==> src/rtl/mem_bus_pkg.sv <==
// mem_bus_pkg: shared memory-bus state encoding, access-size codes and MMIO addresses
package mem_bus_pkg;
  typedef enum logic [1:0] {IDLE, I_BUSY, D_BUSY} state_t;
  localparam logic [1:0] SZ_WORD = 2'b00;
  localparam logic [1:0] SZ_HALF = 2'b01;
  localparam logic [1:0] SZ_BYTE = 2'b10;
  localparam logic [31:0] STDOUT_ADDR = 32'hf0000000;
  localparam logic [31:0] EXIT_ADDR = 32'hff000000;
endpackage

==> src/rtl/unified_mem_arbiter.sv <==
// unified_mem_arbiter: shares one single-port memory between fetch and data buses, data-first with starvation guard
module unified_mem_arbiter
  import mem_bus_pkg::*;
#(
  parameter int BIT_WIDTH = 32,
  parameter int STARVE_LIMIT = 4,
  parameter int CNT_W = 3
) (
  input  logic                 clk,
  input  logic                 rst,
  input  logic                 IREQ,
  input  logic [BIT_WIDTH-1:0] IAD,
  output logic                 ACKI_n,
  output logic [BIT_WIDTH-1:0] IDT,
  input  logic                 MREQ,
  input  logic                 WRITE,
  input  logic [1:0]           SIZE,
  input  logic [BIT_WIDTH-1:0] DAD,
  input  logic [BIT_WIDTH-1:0] DDT_O,
  output logic [BIT_WIDTH-1:0] DDT_I,
  output logic                 ACKD_n,
  output logic                 M_REQ,
  output logic                 M_WRITE,
  output logic [1:0]           M_SIZE,
  output logic [BIT_WIDTH-1:0] M_ADDR,
  output logic [BIT_WIDTH-1:0] M_WDATA,
  input  logic                 M_ACK_n,
  input  logic [BIT_WIDTH-1:0] M_RDATA,
  output logic                 M_OWNER
);
  state_t state;
  logic [CNT_W-1:0] cnt;
  logic starved;
  assign starved = IREQ && cnt == CNT_W'(STARVE_LIMIT);
  always_ff @(posedge clk or posedge rst) begin
    if (rst) begin
      state <= IDLE;
      cnt <= '0;
      M_REQ <= 1'b0;
      M_WRITE <= 1'b0;
      M_SIZE <= SZ_WORD;
      M_ADDR <= '0;
      M_WDATA <= '0;
      M_OWNER <= 1'b0;
      ACKI_n <= 1'b1;
      ACKD_n <= 1'b1;
      IDT <= '0;
      DDT_I <= '0;
    end else begin
      ACKI_n <= 1'b1;
      ACKD_n <= 1'b1;
      case (state)
        IDLE:
          if (MREQ && !starved) begin
            state <= D_BUSY;
            M_REQ <= 1'b1;
            M_WRITE <= WRITE;
            M_SIZE <= SIZE;
            M_ADDR <= DAD;
            M_WDATA <= DDT_O;
            M_OWNER <= 1'b1;
            // a data grant with IREQ pending implies cnt < limit, so this saturates
            cnt <= IREQ ? cnt + 1'b1 : '0;
          end else if (IREQ) begin
            state <= I_BUSY;
            M_REQ <= 1'b1;
            M_WRITE <= 1'b0;
            M_SIZE <= SZ_WORD;
            M_ADDR <= IAD;
            M_OWNER <= 1'b0;
            cnt <= '0;
          end else
            cnt <= '0;
        default:
          if (!M_ACK_n) begin
            state <= IDLE;
            M_REQ <= 1'b0;
            if (state == I_BUSY) begin
              ACKI_n <= 1'b0;
              IDT <= M_RDATA;
            end else begin
              ACKD_n <= 1'b0;
              DDT_I <= M_RDATA;
            end
          end
      endcase
    end
  end
endmodule

==> config.mk <==
export PLATFORM = sky130hd
export DESIGN_NAME = unified_mem_arbiter
export DESIGN_NICKNAME = d
export VERILOG_FILES = /design/src/rtl/mem_bus_pkg.sv /design/src/rtl/unified_mem_arbiter.sv
export SDC_FILE = /design/constraint.sdc
export NUM_CORES = 1
export LEC_CHECK = 0
export ABC_AREA = 1
export BUFFER_PORTS_ARGS = -buffer_cell sky130_fd_sc_hd__buf_2
export CAP_MARGIN = 10
export CORE_UTILIZATION = 50
export CTS_CLUSTER_DIAMETER = 30
export DETAILED_ROUTE_END_ITERATION = 16
export GPL_TIMING_DRIVEN = 0
export PLACE_DENSITY = 0.81
export SYNTH_ARGS = -nofsm -noshare
export SYNTH_HDL_FRONTEND = slang
export SYNTH_SLANG_ARGS = --single-unit
==> constraint.sdc <==
create_clock -name clk -period 8.2 [get_ports clk]
set_clock_uncertainty 0.05 [all_clocks]
set_input_delay 0.82 -clock clk [delete_from_list [all_inputs] [get_ports clk]]
set_output_delay 0.82 -clock clk [all_outputs]
set_load 0.02 [all_outputs]
==> flow_summary_export.csv <==
group,metric,value,unit
run_status,outcome,"finished, final reports clean",
sta,setup_repair_after_global_routing_missed_its_margin,"no",
route,routed_wl,16200,um
global_route,first_global_vias,5085,
synth,synth_fp_nets,774,
worst_setup_path,startpoint_type,"flip-flop",
synth,share_of_synthesized_area_occupied_by_flip_flops_and_latches,59.8,%
route,met2WireLength,8390,um
worst_setup_path,critical_path_arrival,1.07,ns
synth,yosys_register_bits,140,
synth,synthesized_area_per_cell,9.21,sq um
worst_setup_path,worst-endpoint-required,7.33,ns
worst_setup_path,path_delay_family,"flip-flops",
synth,post_synth_instance_area,0.00586,sq mm
power,p_comb_share,42.0,%
clock_network,clock_insertion_delay_worst_skew,0.41,ns
floorplanning,fp.dieW,110,um
sta,max_clock_freq,0.515,GHz
clock_network,num_cts_buffers,17,
sta,period_needed,1.94,ns
worst_setup_path,critical_path.slowest_cell,"sky130_fd_sc_hd__dfstp_2",
power,seq_power_share,36.3,%
clock_network,clock_tree.htree_level_count,4,
power,clock_power_share,21.7,%
worst_setup_path,crit_path_max_incr_delay,0.51,ns
clock_network,cts_num_sinks,140,
route,drt-pass1-iter-count,6,
floorplanning,floorplan.die_area,0.0122,sq mm
synth,synth.area.top_cells,"sky130_fd_sc_hd__dfrtp_1, sky130_fd_sc_hd__nand2_1, sky130_fd_sc_hd__nand3_1, sky130_fd_sc_hd__o21ai_1, sky130_fd_sc_hd__nand4_1",
synth,synthDominantAreaCellType,"sky130_fd_sc_hd__dfrtp_1",
job,max_cap_viol_count,0,
floorplanning,top_level_ports,271,
route,number_of_violations_reported_at_the_end_of_detailed_routing_iteration_0,429,
power,static_leakage,4.51,nW
clock_network,buffers_inserted_by_post_cts_timing_repair,0,
cells_and_area,finalInstanceArea,0.00797,sq mm
floorplanning,initial_utilization,51.3,%
worst_setup_path,setup.worst_path.end_class,"output pin",
clock_network,clk_pin_slew,0.06,ns
sta,tcrit_tclk_final,23.7,%
clock_network,post_cts_resized,0,
cells_and_area,proportion_of_layout_cells_with_a_drive_suffix_above_1,37.2,%
global_route,pin_count_of_the_biggest_net_entering_global_routing,80,
sta,finalSetupViolations,0,
power,power_density,416,mW/mm^2
power,swShare,41.7,%
power,irDropWorstVdd,0.264,mV
sta,final-hold-violation-count,0,
route,vias,5495,
cells_and_area,syn2layout_area_growth,36.0,%
power,power_report.internal_total,0.00193,W
sta,fin_setup_tns,0,ns
global_route,number_of_antenna_violations_at_the_first_check_in_global_routing,0,
place,dp_hpwl,11600,um
worst_setup_path,timing.critical_path.fanout_max,1,
route,drtAntennaViolNets,0,
hold_path,min-delay-path-class,"reg -> reg",
floorplanning,die_span_in_y,110,um
cells_and_area,layout.cells.most_common,"sky130_fd_sc_hd__buf_2",
route,wl_met3,1210,um
place,portBuffers,269,
synth,yosysWarnings,0,
synth,syn_inst,636,
sta,report.final.slew_viol_count,0,
worst_setup_path,critical_path_class,"reg -> out",
sta,fin_ws,6.26,ns
clock_network,ctsRootBufferMaster,"sky130_fd_sc_hd__clkbuf_16",
synth,synth_largest_type_area_fraction,58.9,%
route,post-route-drc-count,0,
route,post_drt_wl_per_cell,15.0,um
cells_and_area,finalNetCount,1063,
place,rd_place_congestion,0.804,
worst_setup_path,timing.critical_path.buf_inv,1,
global_route,overflow,0,
cells_and_area,layout_common_cells,"sky130_fd_sc_hd__buf_2, sky130_fd_sc_hd__nand2_1, sky130_fd_sc_hd__dfrtp_1",
route,top_signal_layer_used,"met4",
global_route,groute.usage.overall,27.4,%
clock_network,clock_tree_from_tritoncts,"done",
place,place_worst_setup_slack,6.26,ns
power,power.switching,0.00138,W
clock_network,ctsHoldBuffers,0,
sta,worst_slew_pin_slew,0.572,ns
sta,final.hold.worst_slack,0.414,ns
worst_setup_path,crit_chain,"buf_2",
sta,timing.max_slew.rel_slack,61.9,%
floorplanning,core,0.0114,sq mm
floorplanning,floorplan.rows,39,
cells_and_area,antenna_cells,0,
clock_network,clock_path_buffers,2,
global_route,grt_pass1_wl,25000,um
route,detail_route.vias_per_cell,5.08,
synth,synthDistinctLibCells,24,
place,dpl_cell_area,0.00742,sq mm
route,m1WireLength,6400,um
## sequential cells by signal, indices dropped and copies added, names as in the netlist
| register | flops |
|---|---|
| DDT_I | 32 |
| IDT | 32 |
| M_ADDR | 32 |
| M_WDATA | 32 |
| cnt | 3 |
| M_SIZE | 2 |
| state | 2 |
| ACKD_n | 1 |
| ACKI_n | 1 |
| M_OWNER | 1 |
| M_REQ | 1 |
| M_WRITE | 1 |
## per-layer routing
layer  global-route usage (%)  up-vias
met4                     10.1        0
met1                     31.9     2604
li1                         -     2644
met2                     48.1      225
met5                        0        -
met3                     7.82       22
## synth_stat cells (all sizes together)
master,number
nand3,91
xnor2,1
nor2,5
clkbuf,5
buf,35
o21ai,56
ha,2
dfrtp,138
nand4,33
inv,49
nand2,219
dfstp,2
## power groups by stage
stage / Combinational (W) / Sequential, W / Clock (W)
2_1_floorplan: 0.000477 / 0.00160 / 0
3_3_place_gp: 0.00137 / 0.00119 / 0
3_5_place_dp: 0.00140 / 0.00120 / 0
4_1_cts: 0.00140 / 0.00120 / 0.000731
5_1_grt: 0.00153 / 0.00124 / 0.000760
6_report: 0.00139 / 0.00120 / 0.000719
## cell families (layout without fill, tap and decap cells)
| logic type | count (synthesis) | after routing | share of synthesized area, % |
|---|---|---|---|
| compound gates | 56 | 56 | 5.43 |
| xor+xnor | 1 | 1 | 0.150 |
| fa+ha+maj | 2 | 2 | 0.427 |
| buf+inv | 89 | 391 | 7.16 |
| flops | 140 | 140 | 59.8 |
| simple gates | 348 | 348 | 27.0 |
## final cells by class
type	instances	area, sq um
repair buffers	270	1370
inverters	49	191
fillers	931	3450
clock buffers	29	510
multi-input cells	407	1930
clock inverters	3	40.0
well taps	143	179
plain buffers	40	233
flip-flops and latches	140	3510
## through the flow
stage / instances / total power (W) / util [%]
after floorplan: 636 / 0.00208 / -
after global placement: 1048 / 0.00256 / 64.7
after detailed placement: 1049 / 0.00260 / 64.9
after CTS: 1081 / 0.00333 / 69.8
after global routing: 1081 / 0.00353 / 69.8
final: 1081 / 0.00331 / 69.8
## path summary, 6_finish.rpt
kind	from	to	slack [ns]	cells past startpoint
max	ACKD_n$_DFF_PP1_	ACKD_n	6.26	1
min	DDT_I[12]$_DFFE_PP0P_	DDT_I[12]$_DFFE_PP0P_	0.41	2
max reg2reg	cnt[0]$_DFFE_PP0P_	M_ADDR[7]$_DFFE_PP0P_	6.60	6
min reg2reg	DDT_I[12]$_DFFE_PP0P_	DDT_I[12]$_DFFE_PP0P_	0.41	2
max in group asynchronous	rst	ACKI_n$_DFF_PP1_	6.88	3
min in group asynchronous	rst	DDT_I[24]$_DFFE_PP0P_	0.43	2
Note: power is estimated with default switching activity, not from simulation.
